===== src/rtl/fifo_wr_ptr_ctrl_pkg.sv =====
// Shared pointer-coding helpers for the dual-clock FIFO controllers.
// The functions are width-generic: callers zero-extend into CODE_W and truncate the result.
package fifo_wr_ptr_ctrl_pkg;

   localparam int CODE_W         = 32;
   localparam int DEF_ADDR_WIDTH = 3;
   localparam int FIFO_DEPTH     = 1 << DEF_ADDR_WIDTH;

   function automatic logic [CODE_W-1:0] bin2gray(input logic [CODE_W-1:0] b);
      return b ^ (b >> 1);
   endfunction

   // Zero-extended upper bits leave the prefix XOR of the real bits untouched.
   function automatic logic [CODE_W-1:0] gray2bin(input logic [CODE_W-1:0] g);
      logic [CODE_W-1:0] b;
      b[CODE_W-1] = g[CODE_W-1];
      for (int i = CODE_W-2; i >= 0; i--) begin
         b[i] = b[i+1] ^ g[i];
      end
      return b;
   endfunction

endpackage


===== src/rtl/fifo_wr_ptr_ctrl_if.sv =====
// Write-side bundle between the producer/synchronizer and the write pointer controller.
interface fifo_wr_ptr_ctrl_if #(parameter int ADDR_WIDTH = 3);

   logic                  W_INC;
   logic [ADDR_WIDTH:0]   wq2_rptr;
   logic [ADDR_WIDTH-1:0] w_addr;
   logic                  W_EN;
   logic [ADDR_WIDTH:0]   w_ptr;
   logic                  W_FULL;
   logic                  W_ALMOST_FULL;
   logic [ADDR_WIDTH:0]   w_level;
   logic                  W_OVERFLOW;

   modport master (
      output W_INC, wq2_rptr,
      input  w_addr, W_EN, w_ptr, W_FULL, W_ALMOST_FULL, w_level, W_OVERFLOW
   );

   modport slave (
      input  W_INC, wq2_rptr,
      output w_addr, W_EN, w_ptr, W_FULL, W_ALMOST_FULL, w_level, W_OVERFLOW
   );

endinterface


===== src/rtl/fifo_wr_ptr_ctrl_gray_to_bin.sv =====
// Combinational Gray-to-binary converter, shared by both FIFO pointer controllers.
module fifo_wr_ptr_ctrl_gray_to_bin
   import fifo_wr_ptr_ctrl_pkg::*;
#(
   parameter int W = 4
) (
   input  logic [W-1:0] gray,
   output logic [W-1:0] bin
);

   assign bin = W'(gray2bin(CODE_W'(gray)));

endmodule


===== src/rtl/fifo_wr_ptr_ctrl.sv =====
// Write-domain pointer/flag controller: binary+Gray write pointer, full, almost-full,
// pessimistic fill level and overflow pulse against the synchronized read pointer.
module fifo_wr_ptr_ctrl
   import fifo_wr_ptr_ctrl_pkg::*;
#(
   parameter int ADDR_WIDTH   = DEF_ADDR_WIDTH,
   parameter int AF_THRESHOLD = 6
) (
   input  logic             W_CLK,
   input  logic             W_RST,
   fifo_wr_ptr_ctrl_if.slave wif
);

   localparam int PTR_W = ADDR_WIDTH + 1;
   localparam logic [PTR_W-1:0] AF_TH = PTR_W'(AF_THRESHOLD);

   logic [PTR_W-1:0] wbin;
   logic [PTR_W-1:0] wgray;
   logic [PTR_W-1:0] wbin_next;
   logic [PTR_W-1:0] wgray_next;
   logic [PTR_W-1:0] rbin_sync;
   logic [PTR_W-1:0] level_next;
   logic [PTR_W-1:0] full_cmp;
   logic             wfull;
   logic             walmost_full;
   logic [PTR_W-1:0] wlevel;
   logic             wovf;
   logic             wen;

   fifo_wr_ptr_ctrl_gray_to_bin #(.W(PTR_W)) u_rptr_g2b (
      .gray (wif.wq2_rptr),
      .bin  (rbin_sync)
   );

   assign wen        = wif.W_INC & ~wfull;
   assign wbin_next  = wbin + PTR_W'(wen);
   assign wgray_next = PTR_W'(bin2gray(CODE_W'(wbin_next)));
   assign level_next = wbin_next - rbin_sync;

   // Full when the write pointer is one lap ahead: top two Gray bits inverted, rest equal.
   assign full_cmp = {~wif.wq2_rptr[PTR_W-1], ~wif.wq2_rptr[PTR_W-2], wif.wq2_rptr[PTR_W-3:0]};

   always_ff @(posedge W_CLK) begin
      if (W_RST) begin
         wbin         <= '0;
         wgray        <= '0;
         wfull        <= 1'b0;
         walmost_full <= 1'b0;
         wlevel       <= '0;
         wovf         <= 1'b0;
      end else begin
         wbin         <= wbin_next;
         wgray        <= wgray_next;
         wfull        <= (wgray_next == full_cmp);
         walmost_full <= (level_next >= AF_TH);
         wlevel       <= level_next;
         wovf         <= wif.W_INC & wfull;
      end
   end

   assign wif.W_EN          = wen;
   assign wif.w_addr        = wbin[ADDR_WIDTH-1:0];
   assign wif.w_ptr         = wgray;
   assign wif.W_FULL        = wfull;
   assign wif.W_ALMOST_FULL = walmost_full;
   assign wif.w_level       = wlevel;
   assign wif.W_OVERFLOW    = wovf;

endmodule


===== src/flat_wrapper.sv =====
// flat-port wrapper written by rule: the top's interface ports become plain ports
module fifo_wr_ptr_ctrl_flat import fifo_wr_ptr_ctrl_pkg::*;
#(
   parameter int ADDR_WIDTH   = DEF_ADDR_WIDTH,
   parameter int AF_THRESHOLD = 6
)
  (W_CLK, W_RST, wif_W_INC, wif_wq2_rptr, wif_w_addr, wif_W_EN, wif_w_ptr, wif_W_FULL, wif_W_ALMOST_FULL, wif_w_level, wif_W_OVERFLOW);
  fifo_wr_ptr_ctrl_if #(.ADDR_WIDTH(ADDR_WIDTH)) wif_i ();
  input  logic W_CLK;
  input  logic W_RST;
  input wire logic [$bits(wif_i.W_INC)-1:0] wif_W_INC;
  input wire logic [$bits(wif_i.wq2_rptr)-1:0] wif_wq2_rptr;
  output wire logic [$bits(wif_i.w_addr)-1:0] wif_w_addr;
  output wire logic [$bits(wif_i.W_EN)-1:0] wif_W_EN;
  output wire logic [$bits(wif_i.w_ptr)-1:0] wif_w_ptr;
  output wire logic [$bits(wif_i.W_FULL)-1:0] wif_W_FULL;
  output wire logic [$bits(wif_i.W_ALMOST_FULL)-1:0] wif_W_ALMOST_FULL;
  output wire logic [$bits(wif_i.w_level)-1:0] wif_w_level;
  output wire logic [$bits(wif_i.W_OVERFLOW)-1:0] wif_W_OVERFLOW;
  assign wif_i.W_INC = wif_W_INC;
  assign wif_i.wq2_rptr = wif_wq2_rptr;
  assign wif_w_addr = wif_i.w_addr;
  assign wif_W_EN = wif_i.W_EN;
  assign wif_w_ptr = wif_i.w_ptr;
  assign wif_W_FULL = wif_i.W_FULL;
  assign wif_W_ALMOST_FULL = wif_i.W_ALMOST_FULL;
  assign wif_w_level = wif_i.w_level;
  assign wif_W_OVERFLOW = wif_i.W_OVERFLOW;
  fifo_wr_ptr_ctrl #(.ADDR_WIDTH(ADDR_WIDTH), .AF_THRESHOLD(AF_THRESHOLD)) u_core (.W_CLK(W_CLK), .W_RST(W_RST), .wif(wif_i));
endmodule

===== config.mk =====
export PLATFORM = sky130hd
export DESIGN_NAME = fifo_wr_ptr_ctrl_flat
export DESIGN_NICKNAME = d
export VERILOG_FILES = /design/src/rtl/fifo_wr_ptr_ctrl_pkg.sv /design/src/rtl/fifo_wr_ptr_ctrl_if.sv /design/src/rtl/fifo_wr_ptr_ctrl_gray_to_bin.sv /design/src/rtl/fifo_wr_ptr_ctrl.sv /design/src/flat_wrapper.sv
export SDC_FILE = /design/constraint.sdc
export NUM_CORES = 1
export LEC_CHECK = 0
export BUFFER_PORTS_ARGS = -buffer_cell sky130_fd_sc_hd__buf_2
export CAP_MARGIN = 20
export CORE_AREA = 5 5 42 44
export DETAILED_ROUTE_END_ITERATION = 8
export DIE_AREA = 0 0 47 49
export MAX_ROUTING_LAYER = met4
export PLACE_DENSITY = 0.77
export SLEW_MARGIN = 20
export SYNTH_ARGS = -nofsm -noshare
export SYNTH_HDL_FRONTEND = slang
export SYNTH_SLANG_ARGS = --single-unit

===== constraint.sdc =====
create_clock -name W_CLK -period 3.95 [get_ports W_CLK]
set_clock_uncertainty 0.1 [all_clocks]
set_input_delay 1.185 -clock W_CLK [delete_from_list [all_inputs] [get_ports W_CLK]]
set_output_delay 1.185 -clock W_CLK [all_outputs]
set_load 0.03 [all_outputs]

; ---- Yosys cells after proc, flatten, opt, wreduce, memory -nomap -nowiden
; Index checks and enable logic that the tools add are counted.
[classes]
n_addsub = 2
multipliers = 0
div_mod_pow = 0
n_lt_le_gt_ge = 1
n_eq_ne = 1
shift = 0
muxes = 0
n_bitwise = 9
reduce_logical = 0
[ops]
columns = op, n
row1 = $add A4 B1 Y4, 1
row2 = $eq A4 B4 Y1, 1
row3 = $ge A4 B3 Y1 const B, 1
row4 = $sub A4 B4 Y4, 1
row5 = $xor A4 B3 Y4, 1
row6 = $not A1 Y1, 3
row7 = $xor A1 B1 Y1, 3
row8 = $and A1 B1 Y1, 2
[word_totals]
register_bits = 15
latchBits = 0
ramBits = 0
romBits = 0
in_bits = 7
elab_cells = 19
mem_count = 0

; ---- Depth between registers and ports, before layout
; Gate-level depths: netlist (run 1).
[depth]
word_depth = 5
ltp_mapped = 8
depth_no_buf = 8

; ---- Hierarchy
; From an unflattened synthesis (run 1), not the netlist that was laid out.
[hier_totals]
cells_unflattened = 67
hier_area_um2 = 711.9
[modules_own_cells]
columns = mod, instances, cells_each, area_per_inst_um2, seq_area_each_um2
row1 = fifo_wr_ptr_ctrl, 1, 62, 661.9, 280.3
row2 = fifo_wr_ptr_ctrl_gray_to_bin, 1, 5, 50.0, 0.0

; ---- Worst setup path before layout (run 1)
; No wires, ideal clock.
[synth_path]
path_kind = in2reg
start = in wif_W_INC
end = reg u_core.walmost_full, in the netlist u_core.wif.W_ALMOST_FULL
setup_time_ps = 106
arrival_ps = 3299
setup_slack_ps = 445
stages = 8
path_buffers = 0
path_cell_list = nor2b_1 ha_1 ha_1 ha_1 nor2b_1 o21a_1 or4_1 o311ai_0
[synth_via]
elab_chain_cells = 4
[synth_lines]
columns = element, line_no
row1 = start: declaration, flat_wrapper.sv:11  ; input wire logic [$bits(wif_i.W_INC)-1:0] wif_W_INC;
row2 = $and A1 B1 Y1, fifo_wr_ptr_ctrl.sv:35  ; assign wen = wif.W_INC & ~wfull;
row3 = $add A4 B1 Y4, fifo_wr_ptr_ctrl.sv:36  ; assign wbin_next = wbin + PTR_W'(wen);
row4 = via u_core.wbin_next[1], fifo_wr_ptr_ctrl.sv:19  ; logic [PTR_W-1:0] wbin_next;
row5 = $sub A4 B4 Y4, fifo_wr_ptr_ctrl.sv:38  ; assign level_next = wbin_next - rbin_sync;
row6 = $ge A4 B3 Y1, fifo_wr_ptr_ctrl.sv:55  ; walmost_full <= (level_next >= AF_TH);
row7 = end signal: assignment, fifo_wr_ptr_ctrl.sv:55
row8 = end: declaration, fifo_wr_ptr_ctrl.sv:25  ; logic walmost_full;
; The timed path passes the listed nets, and every way through them passes these cells.
; A chain may end at the register's enable or synchronous reset.

; ---- Final worst setup path (run 1)
; Same ends and word-level chain as after synthesis.

==> impl_metrics.csv, run 1 <==
group,metric,value,unit
power_and_ir_drop,combPwrFrac,0.350,
route,wl,1230,µm
worst_setup_path,crit_cells,9,
worst_setup_path,cpMostUsedCell,"ha_1",
route,drt_iter0_markers,6,
cells_and_area,mostFrequentLayoutCell,"buf_2",
logic_synthesis,synth_area,638,µm²
cells_and_area,drive_gt1_frac,0.329,
cells_and_area,mostFrequentLayoutCells,"buf_2 (21), dfxtp_1 (14), nor2_1 (9)",
logic_synthesis,yosysTopAreaCellShare,0.439,
route,drc_errors,0,
cts,cts_made_buffers,3,
route,via_per_inst,4.84,
sta,setup-tns-final,0,ns
sta,fmax,0.324,GHz
power_and_ir_drop,p_clk_frac,0.247,
cells_and_area,multiInputGateArea,339,µm²
power_and_ir_drop,ir_worst_vdd,0.314,mV
hold_path,min_path_type,"reg2reg",
worst_setup_path,max_stage_delay,0.42,ns
global_routing,grt_max_degree,14,
logic_synthesis,synth.distinct_cells,20,
placed_design,dp_hpwl,1020,µm
floorplanning,rows,14,
worst_setup_path,path_class,"in2reg",
worst_setup_path,crit_path_end_kind,"register",
cts,clk_latency,0.28,ns
hold_path,hold_depth,1,
worst_setup_path,worstReg2RegStart,"u_core.wif.W_FULL$_SDFF_PP0_",
worst_setup_path,cp-start-kind,"input port",
global_routing,grt_use_total,0.136,
worst_setup_path,critPathBufInv,1,
placed_design,portBuffers,21,
worst_setup_path,crit_path_start,"wif_W_INC",
route,dr.pass1.iters,3,
route,ant_nets,0,
cells_and_area,fin_util,0.568,
logic_synthesis,syn-mean-instance-area,10.5,µm²
cts,root_buffer,"clkbuf_4",
logic_synthesis,ys_ff_latch,14,
sta,finalCriticalPeriod,3.08,ns
worst_setup_path,worstPathMaxFanout,5,
logic_synthesis,ys_warn_count,0,
sta,finalWorstSetupSlack,0.867,ns
power_and_ir_drop,switching_share,0.350,
placed_design,post-place-ws,0.563,ns
placed_design,place.gp.congestion,0.759,
floorplanning,die_h,49,µm
cells_and_area,final-seq-area,280,µm²
cts,postCtsSetupBuffers,0,
logic_synthesis,yosys.area.top_type,"dfxtp_1",
route,wl_per_cell,12.1,µm
logic_synthesis,synth_ff_type,"dfxtp_1",
power_and_ir_drop,power_leakage,0.404,nW
job,cap_viol_max_count,0,
worst_setup_path,cp_slowest_cell,"or4_1",
floorplanning,dieWidth,47,µm
worst_setup_path,path_cells,"buf_2, nor2b_1, ha_1, ha_1, xor2_2, ha_1, o21a_1, or4_1, o311ai_0",
power_and_ir_drop,p_sw,145,µW
worst_setup_path,reg2regPathDepth,8,
sta,setup_violations,0,
status,outcome,"complete, no violations",
sta,rsz0062_at_grt,"no",
sta,max_slew_margin,0.751,
cts,clk_pin_slew,0.08,ns
worst_setup_path,worstPathArrival,3.16,ns
cts,clock_path_buffers,2,
hold_path,min_from,"u_core.wif.W_FULL$_SDFF_PP0_",
sta,finalHoldViolCount,0,
logic_synthesis,synthCells,61,
worst_setup_path,cp.required,4.03,ns
power_and_ir_drop,power_density,519,nW/µm²
route,dr_total_vias,489,
global_routing,grt_pass1_vias,540,
floorplanning,initial_core_util,0.455,
worst_setup_path,critPathTopFamily,"adder cells",
sta,finalMaxSlewViolations,0,
logic_synthesis,yosysSeqAreaShare,0.439,
cts,htreeDepth,1,
cts,clock-sinks,14,
logic_synthesis,synth_area_leaders,"dfxtp_1 (44%), ha_1 (9.8%), xnor2_1 (9.6%)",
floorplanning,ios,22,
floorplanning,core,1400,µm²
placed_design,dpl_cell_area,759,µm²
cells_and_area,area_delta_synth_final,24.7,%
logic_synthesis,synth-edff-count,0,
power_and_ir_drop,p_int,268,µW
cells_and_area,final_area,796,µm²
logic_synthesis,async_flop_share,0,
cts,hold_buffers,0,
logic_synthesis,syn_nets,74,
cts,cts_tree,"yes",
power_and_ir_drop,seq_power_share,0.403,
floorplanning,die_area,2300,µm²
cells_and_area,antennaDiodeCount,0,
sta,timing.final.crit_share,0.781,
cts,cts_resized,0,
cells_and_area,layout.nets,99,
global_routing,grt_overflow,0,
global_routing,grt_pass1_wl,2190,µm
global_routing,antenna_found_initial,0,
sta,tightest_slew,0.372,ns
cells_and_area,fill_cells,145,
[worst paths after layout]
kind / end / slack [ns]
worst min register to register: u_core.wif.W_OVERFLOW$_SDFF_PP0_ / 0.42
worst max register to register: u_core.wif.W_ALMOST_FULL$_SDFF_PP0_ / 1.54
worst min-delay path: u_core.wif.W_OVERFLOW$_SDFF_PP0_ / 0.42
worst max-delay path: u_core.wif.W_ALMOST_FULL$_SDFF_PP0_ / 0.87
[cells by family (layout without fill, tap and decap cells)]
family | Yosys count | after routing | share of synthesized area
AO/OA/AOI/OAI | 4 | 4 | 0.0608
XOR/XNOR | 14 | 14 | 0.204
adder cells (fa/ha/maj) | 6 | 6 | 0.129
buffers and inverters | 5 | 29 | 0.0294
flip-flops | 14 | 14 | 0.439
AND/OR/NAND/NOR | 18 | 18 | 0.137
[final cells by class]
type	count	share of cell area
timing repair buffer	21	0.132
clock buffer	4	0.0456
sequential	14	0.352
inverter	4	0.0189
multi-input combinational	42	0.426
tap	16	0.0252
[state kept, by name, indices dropped and copies added (netlist names)]
name	flops
u_core.wif.w_level	4
u_core.wif.w_ptr	4
u_core.wbin	3
u_core.wif.W_ALMOST_FULL	1
u_core.wif.W_FULL	1
u_core.wif.W_OVERFLOW	1
[synth_stat cells, drive strengths merged, types with 2 or more instances]
cell    n
dfxtp  14
nor2    9
xnor2   7
xor2    7
ha      5
inv     4
nand3   2
nor2b   2
[metal layers]
metal	up-vias	wire length, µm	GRT usage	share of wire
met4	0	55	0.111	0.045
met3	5	66	0.0221	0.054
met1	222	483	0.136	0.39
met2	14	620	0.217	0.51
met5	-	0	-	0
li1	248	-	-	-
[stage by stage]
| stage | instances | total power, mW | hold slack (ns) |
|---|---|---|---|
| global route | 101 | 0.442 | 0.446 |
| detailed placement | 97 | 0.317 | 0.413 |
| CTS | 101 | 0.420 | 0.426 |
| global placement | 97 | 0.313 | 0.396 |
| floorplan | 61 | 0.278 | 0.545 |
| finish | 101 | 0.413 | 0.420 |
[power groups by stage]
stage / Clock [mW] / Sequential (mW) / Combinational, mW
2_1_floorplan: 0 / 0.212 / 0.0658
3_5_place_dp: 0 / 0.170 / 0.147
6_report: 0.102 / 0.166 / 0.145
4_1_cts: 0.106 / 0.167 / 0.147
3_3_place_gp: 0 / 0.170 / 0.143
5_1_grt: 0.116 / 0.169 / 0.157
Power figures use the tool's default switching activity.
==> inputs of run 2 (changes only) <==
--- a/config.mk
+++ b/config.mk
@@ -7,11 +7,11 @@
 export LEC_CHECK = 0
 export BUFFER_PORTS_ARGS = -buffer_cell sky130_fd_sc_hd__buf_2
 export CAP_MARGIN = 20
-export CORE_AREA = 5 5 42 44
+export CORE_MARGIN = 5
+export CORE_UTILIZATION = 46
 export DETAILED_ROUTE_END_ITERATION = 8
-export DIE_AREA = 0 0 47 49
 export MAX_ROUTING_LAYER = met4
-export PLACE_DENSITY = 0.77
+export PLACE_DENSITY = 0.74
 export SLEW_MARGIN = 20
 export SYNTH_ARGS = -nofsm -noshare
 export SYNTH_HDL_FRONTEND = slang
==> constraint.sdc (replaced) <==
create_clock -name W_CLK -period 3.2 [get_ports W_CLK]
set_clock_uncertainty 0.1 [all_clocks]
set_input_delay 0.96 -clock W_CLK [delete_from_list [all_inputs] [get_ports W_CLK]]
set_output_delay 0.96 -clock W_CLK [all_outputs]
set_load 0.03 [all_outputs]
==> impl_metrics.csv, run 2 (synthesis results as in run 1) <==
group,metric,value,unit
sta,max_slew_margin,0.775,
placed_design,place.gp.congestion,0.733,
route,wl_per_cell,12.0,µm
worst_setup_path,worstPathMaxFanout,4,
cts,hold_buffers,0,
cells_and_area,layout.nets,101,
cells_and_area,mostFrequentLayoutCells,"buf_2 (21), dfxtp_1 (14), nor2_1 (9)",
cts,postCtsSetupBuffers,0,
route,drt_iter0_markers,1,
worst_setup_path,reg2regPathDepth,8,
sta,setup_violations,0,
power_and_ir_drop,p_clk_frac,0.198,
global_routing,grt_pass1_wl,1840,µm
global_routing,grt_pass1_vias,464,
cells_and_area,fin_util,0.613,
sta,finalCriticalPeriod,2.83,ns
power_and_ir_drop,combPwrFrac,0.374,
sta,fmax,0.354,GHz
worst_setup_path,critPathTopFamily,"adder cells",
global_routing,antenna_found_initial,0,
route,via_per_inst,4.81,
cts,clock-sinks,14,
power_and_ir_drop,switching_share,0.362,
sta,setup-tns-final,0,ns
worst_setup_path,crit_path_start,"wif_W_INC",
cts,htreeDepth,1,
placed_design,portBuffers,21,
cts,clk_pin_slew,0.08,ns
power_and_ir_drop,power_leakage,0.408,nW
route,drc_errors,0,
sta,finalMaxSlewViolations,0,
power_and_ir_drop,ir_worst_vdd,0.320,mV
cts,clock_path_buffers,2,
worst_setup_path,path_class,"in2reg",
hold_path,hold_depth,1,
placed_design,dp_hpwl,1070,µm
power_and_ir_drop,seq_power_share,0.428,
route,dr_total_vias,486,
worst_setup_path,cpMostUsedCell,"ha_1",
cells_and_area,multiInputGateArea,342,µm²
cells_and_area,antennaDiodeCount,0,
cells_and_area,drive_gt1_frac,0.349,
sta,rsz0062_at_grt,"no",
worst_setup_path,cp.required,3.27,ns
floorplanning,rows,13,
status,outcome,"complete, no violations",
floorplanning,core,1300,µm²
hold_path,min_path_type,"reg2reg",
worst_setup_path,critPathBufInv,1,
cells_and_area,fill_cells,124,
worst_setup_path,reg2reg_slack,0.89,ns
sta,finalHoldViolCount,0,
floorplanning,dieWidth,47.2,µm
power_and_ir_drop,power_density,603,nW/µm²
worst_setup_path,max_stage_delay,0.41,ns
global_routing,grt_overflow,0,
worst_setup_path,cp_slowest_cell,"or4_1",
worst_setup_path,path_cells,"buf_2, nor2b_2, ha_1, ha_1, ha_1, nor2b_1, o21a_1, or4_1, o311ai_0",
floorplanning,initial_core_util,0.490,
cells_and_area,mostFrequentLayoutCell,"buf_2",
route,ant_nets,0,
cells_and_area,final-seq-area,280,µm²
cts,root_buffer,"clkbuf_4",
cts,cts_resized,0,
placed_design,post-place-ws,0.0588,ns
floorplanning,ios,22,
sta,timing.final.crit_share,0.884,
power_and_ir_drop,p_sw,174,µW
sta,tightest_slew,0.337,ns
cells_and_area,final_area,798,µm²
cells_and_area,area_delta_synth_final,25.1,%
cts,cts_made_buffers,3,
placed_design,dpl_cell_area,776,µm²
route,wl,1220,µm
power_and_ir_drop,p_int,307,µW
job,cap_viol_max_count,0,
hold_path,min_from,"u_core.wif.W_FULL$_SDFF_PP0_",
cts,clk_latency,0.28,ns
worst_setup_path,worstPathArrival,2.89,ns
worst_setup_path,cp-start-kind,"input port",
floorplanning,die_h,47.2,µm
floorplanning,die_area,2230,µm²
worst_setup_path,crit_cells,9,
global_routing,grt_max_degree,14,
route,dr.pass1.iters,2,
worst_setup_path,worstReg2RegStart,"u_core.wif.W_FULL$_SDFF_PP0_",
worst_setup_path,crit_path_end_kind,"register",
global_routing,grt_use_total,0.127,
sta,finalWorstSetupSlack,0.372,ns
cts,cts_tree,"yes",
[run 2: final timing paths]
path,to
setup / recovery,u_core.wif.W_ALMOST_FULL$_SDFF_PP0_
hold / removal,u_core.wif.W_OVERFLOW$_SDFF_PP0_
setup reg to reg,u_core.wif.W_ALMOST_FULL$_SDFF_PP0_
hold reg to reg,u_core.wif.W_OVERFLOW$_SDFF_PP0_
[run 2: worst register-to-register path, stage by stage (launching register included)]
cell      delay (ns)
dfxtp_1         0.36
nor2b_2         0.06
ha_1            0.20
ha_1            0.36
ha_1            0.31
nor2b_1         0.13
o21a_1          0.17
or4_1           0.41
o311ai_0        0.10
[run 2: power by group through the flow]
| stage | Clock, mW | Sequential [mW] | Combinational, mW |
|---|---|---|---|
| 2_1_floorplan | 0 | 0.262 | 0.0815 |
| 3_3_place_gp | 0 | 0.209 | 0.178 |
| 3_5_place_dp | 0 | 0.211 | 0.184 |
| 4_1_cts | 0.0967 | 0.206 | 0.182 |
| 5_1_grt | 0.104 | 0.208 | 0.196 |
| 6_report | 0.0952 | 0.206 | 0.180 |
[run 2: final cells by class]
cell class	instances	area share
multi-input cells	42	0.428
clock buffers	3	0.0282
inverters	4	0.0188
well taps	15	0.0235
repair buffers	23	0.150
flip-flops and latches	14	0.351
[run 2: routing by layer]
layer / share of wire / wire length, µm / up-vias / global-route usage
met5: 0 / 0 / - / -
met4: 0.017 / 21 / 0 / 0.0994
met3: 0.052 / 63 / 2 / 0
met2: 0.52 / 632 / 11 / 0.222
met1: 0.41 / 498 / 223 / 0.132
li1: - / - / 250 / -
[run 2: through the flow]
stage | cells | hold slack [ns] | total power, mW
after floorplan | 61 | 0.555 | 0.344
after global placement | 98 | 0.410 | 0.388
after detailed placement | 98 | 0.424 | 0.394
after CTS | 101 | 0.435 | 0.485
after global routing | 101 | 0.457 | 0.508
final | 101 | 0.429 | 0.481
==> inputs of run 3 (changes only) <==
==> constraint.sdc (replaced) <==
create_clock -name W_CLK -period 3.2 [get_ports W_CLK]
set_clock_uncertainty 0.1 [all_clocks]
set_input_delay 0.64 -clock W_CLK [delete_from_list [all_inputs] [get_ports W_CLK]]
set_output_delay 0.64 -clock W_CLK [all_outputs]
set_load 0.03 [all_outputs]
==> impl_metrics.csv, run 3 (synthesis results as in run 1) <==
group,metric,value,unit
status,outcome,"complete, no violations",
global_routing,grt_pass1_wl,1970,µm
power_and_ir_drop,switching_share,0.348,
sta,rsz0062_at_grt,"no",
cts,clk_latency,0.28,ns
floorplanning,initial_core_util,0.490,
cells_and_area,fill_cells,116,
power_and_ir_drop,p_clk_frac,0.246,
global_routing,grt_pass1_vias,496,
global_routing,grt_use_total,0.138,
cts,clock-sinks,14,
cts,hold_buffers,0,
worst_setup_path,worstPathArrival,2.56,ns
cells_and_area,antennaDiodeCount,0,
power_and_ir_drop,p_sw,177,µW
global_routing,antenna_found_initial,0,
sta,setup_violations,0,
route,drc_errors,0,
global_routing,grt_overflow,0,
route,wl,1120,µm
power_and_ir_drop,power_leakage,0.409,nW
cts,cts_made_buffers,3,
floorplanning,die_h,47.2,µm
worst_setup_path,path_class,"in2reg",
sta,finalCriticalPeriod,2.50,ns
sta,fmax,0.400,GHz
cells_and_area,final_area,802,µm²
worst_setup_path,crit_path_end_kind,"register",
job,cap_viol_max_count,0,
route,dr.pass1.iters,3,
cts,clock_path_buffers,2,
floorplanning,core,1300,µm²
cts,htreeDepth,1,
worst_setup_path,cp-start-kind,"input port",
cells_and_area,mostFrequentLayoutCell,"buf_2",
sta,finalMaxSlewViolations,0,
worst_setup_path,cp.required,3.26,ns
sta,max_slew_margin,0.780,
cts,cts_resized,0,
route,dr_total_vias,483,
cts,root_buffer,"clkbuf_4",
sta,setup-tns-final,0,ns
cells_and_area,fin_cells,101,
cells_and_area,area_delta_synth_final,25.7,%
placed_design,dpl_cell_area,766,µm²
cells_and_area,drive_gt1_frac,0.337,
floorplanning,dieWidth,47.2,µm
route,wl_per_cell,11.1,µm
cts,cts_tree,"yes",
route,via_per_inst,4.78,
sta,tightest_slew,0.326,ns
sta,finalHoldViolCount,0,
hold_path,min_path_type,"reg2reg",
floorplanning,die_area,2230,µm²
floorplanning,ios,22,
power_and_ir_drop,seq_power_share,0.403,
cts,clk_pin_slew,0.08,ns
route,ant_nets,0,
power_and_ir_drop,ir_worst_vdd,0.255,mV
global_routing,grt_max_degree,14,
cells_and_area,mostFrequentLayoutCells,"buf_2 (21), dfxtp_1 (14), nor2_1 (9)",
power_and_ir_drop,combPwrFrac,0.350,
floorplanning,rows,13,
placed_design,place.gp.congestion,0.835,
cells_and_area,layout.nets,100,
cts,postCtsSetupBuffers,0,
power_and_ir_drop,power_density,634,nW/µm²
placed_design,placedCellCount,97,
placed_design,portBuffers,21,
power_and_ir_drop,p_int,332,µW
worst_setup_path,worstPathMaxFanout,4,
sta,timing.final.crit_share,0.782,
placed_design,dp_hpwl,924,µm
route,drt_iter0_markers,8,
## run 3: changes by cell type in the layout (fill, tap and decap cells not counted)
| cell | previous run | this run |
|---|---|---|
| nor2b_1 | 1 | 2 |
| buf_4 | 2 | 1 |
| nor2b_2 | 1 | 0 |
| clkbuf_8 | 0 | 1 |
## run 3: layout make-up
| type | instances | area, µm² | area share |
|---|---|---|---|
| inverter | 4 | 15.0 | 0.0187 |
| sequential | 14 | 280 | 0.349 |
| timing repair buffer | 22 | 113 | 0.140 |
| multi-input combinational | 42 | 339 | 0.423 |
| tap | 15 | 18.8 | 0.0234 |
| clock buffer | 4 | 36.3 | 0.0452 |
## run 3: power groups by stage
stage	clock [mW]	sequential, mW	combinational [mW]
floorplan	0	0.262	0.0812
global placement	0	0.209	0.178
detailed placement	0	0.210	0.180
CTS	0.130	0.206	0.181
global route	0.137	0.208	0.198
finish	0.125	0.205	0.178
## run 3: through the flow
stage	worst slack [ns]	hold WS, ns	util	total power, mW
6_report	0.698	0.426	0.616	0.509
5_1_grt	0.539	0.453	0.616	0.543
4_1_cts	0.704	0.430	0.616	0.517
3_5_place_dp	0.420	0.408	0.588	0.390
3_3_place_gp	0.479	0.393	0.588	0.387
2_1_floorplan	0.240	0.545	-	0.343
## run 3: routing by layer
| layer | vias to the layer above | track usage | share of wire |
|---|---|---|---|
| met3 | 5 | 0.0230 | 0.065 |
| met4 | 0 | 0.133 | 0.047 |
| met5 | - | - | 0 |
| met2 | 17 | 0.201 | 0.46 |
| li1 | 250 | - | - |
| met1 | 211 | 0.156 | 0.43 |
## run 3: critical path, cell delays in order
cell and delay [ns]:
buf_2 0.10, nor2b_1 0.13, ha_1 0.20, ha_1 0.35, ha_1 0.31, nor2b_1 0.13
o21a_1 0.17, or4_1 0.42, o311ai_0 0.11
## run 3: final timing paths
path,cells past startpoint,startpoint,slack [ns],end
hold reg to reg,1,u_core.wif.W_FULL$_SDFF_PP0_,0.43,u_core.wif.W_OVERFLOW$_SDFF_PP0_
setup / recovery,9,wif_W_INC,0.70,u_core.wif.W_ALMOST_FULL$_SDFF_PP0_
hold / removal,1,u_core.wif.W_FULL$_SDFF_PP0_,0.43,u_core.wif.W_OVERFLOW$_SDFF_PP0_
setup reg to reg,8,u_core.wif.W_FULL$_SDFF_PP0_,0.88,u_core.wif.W_ALMOST_FULL$_SDFF_PP0_
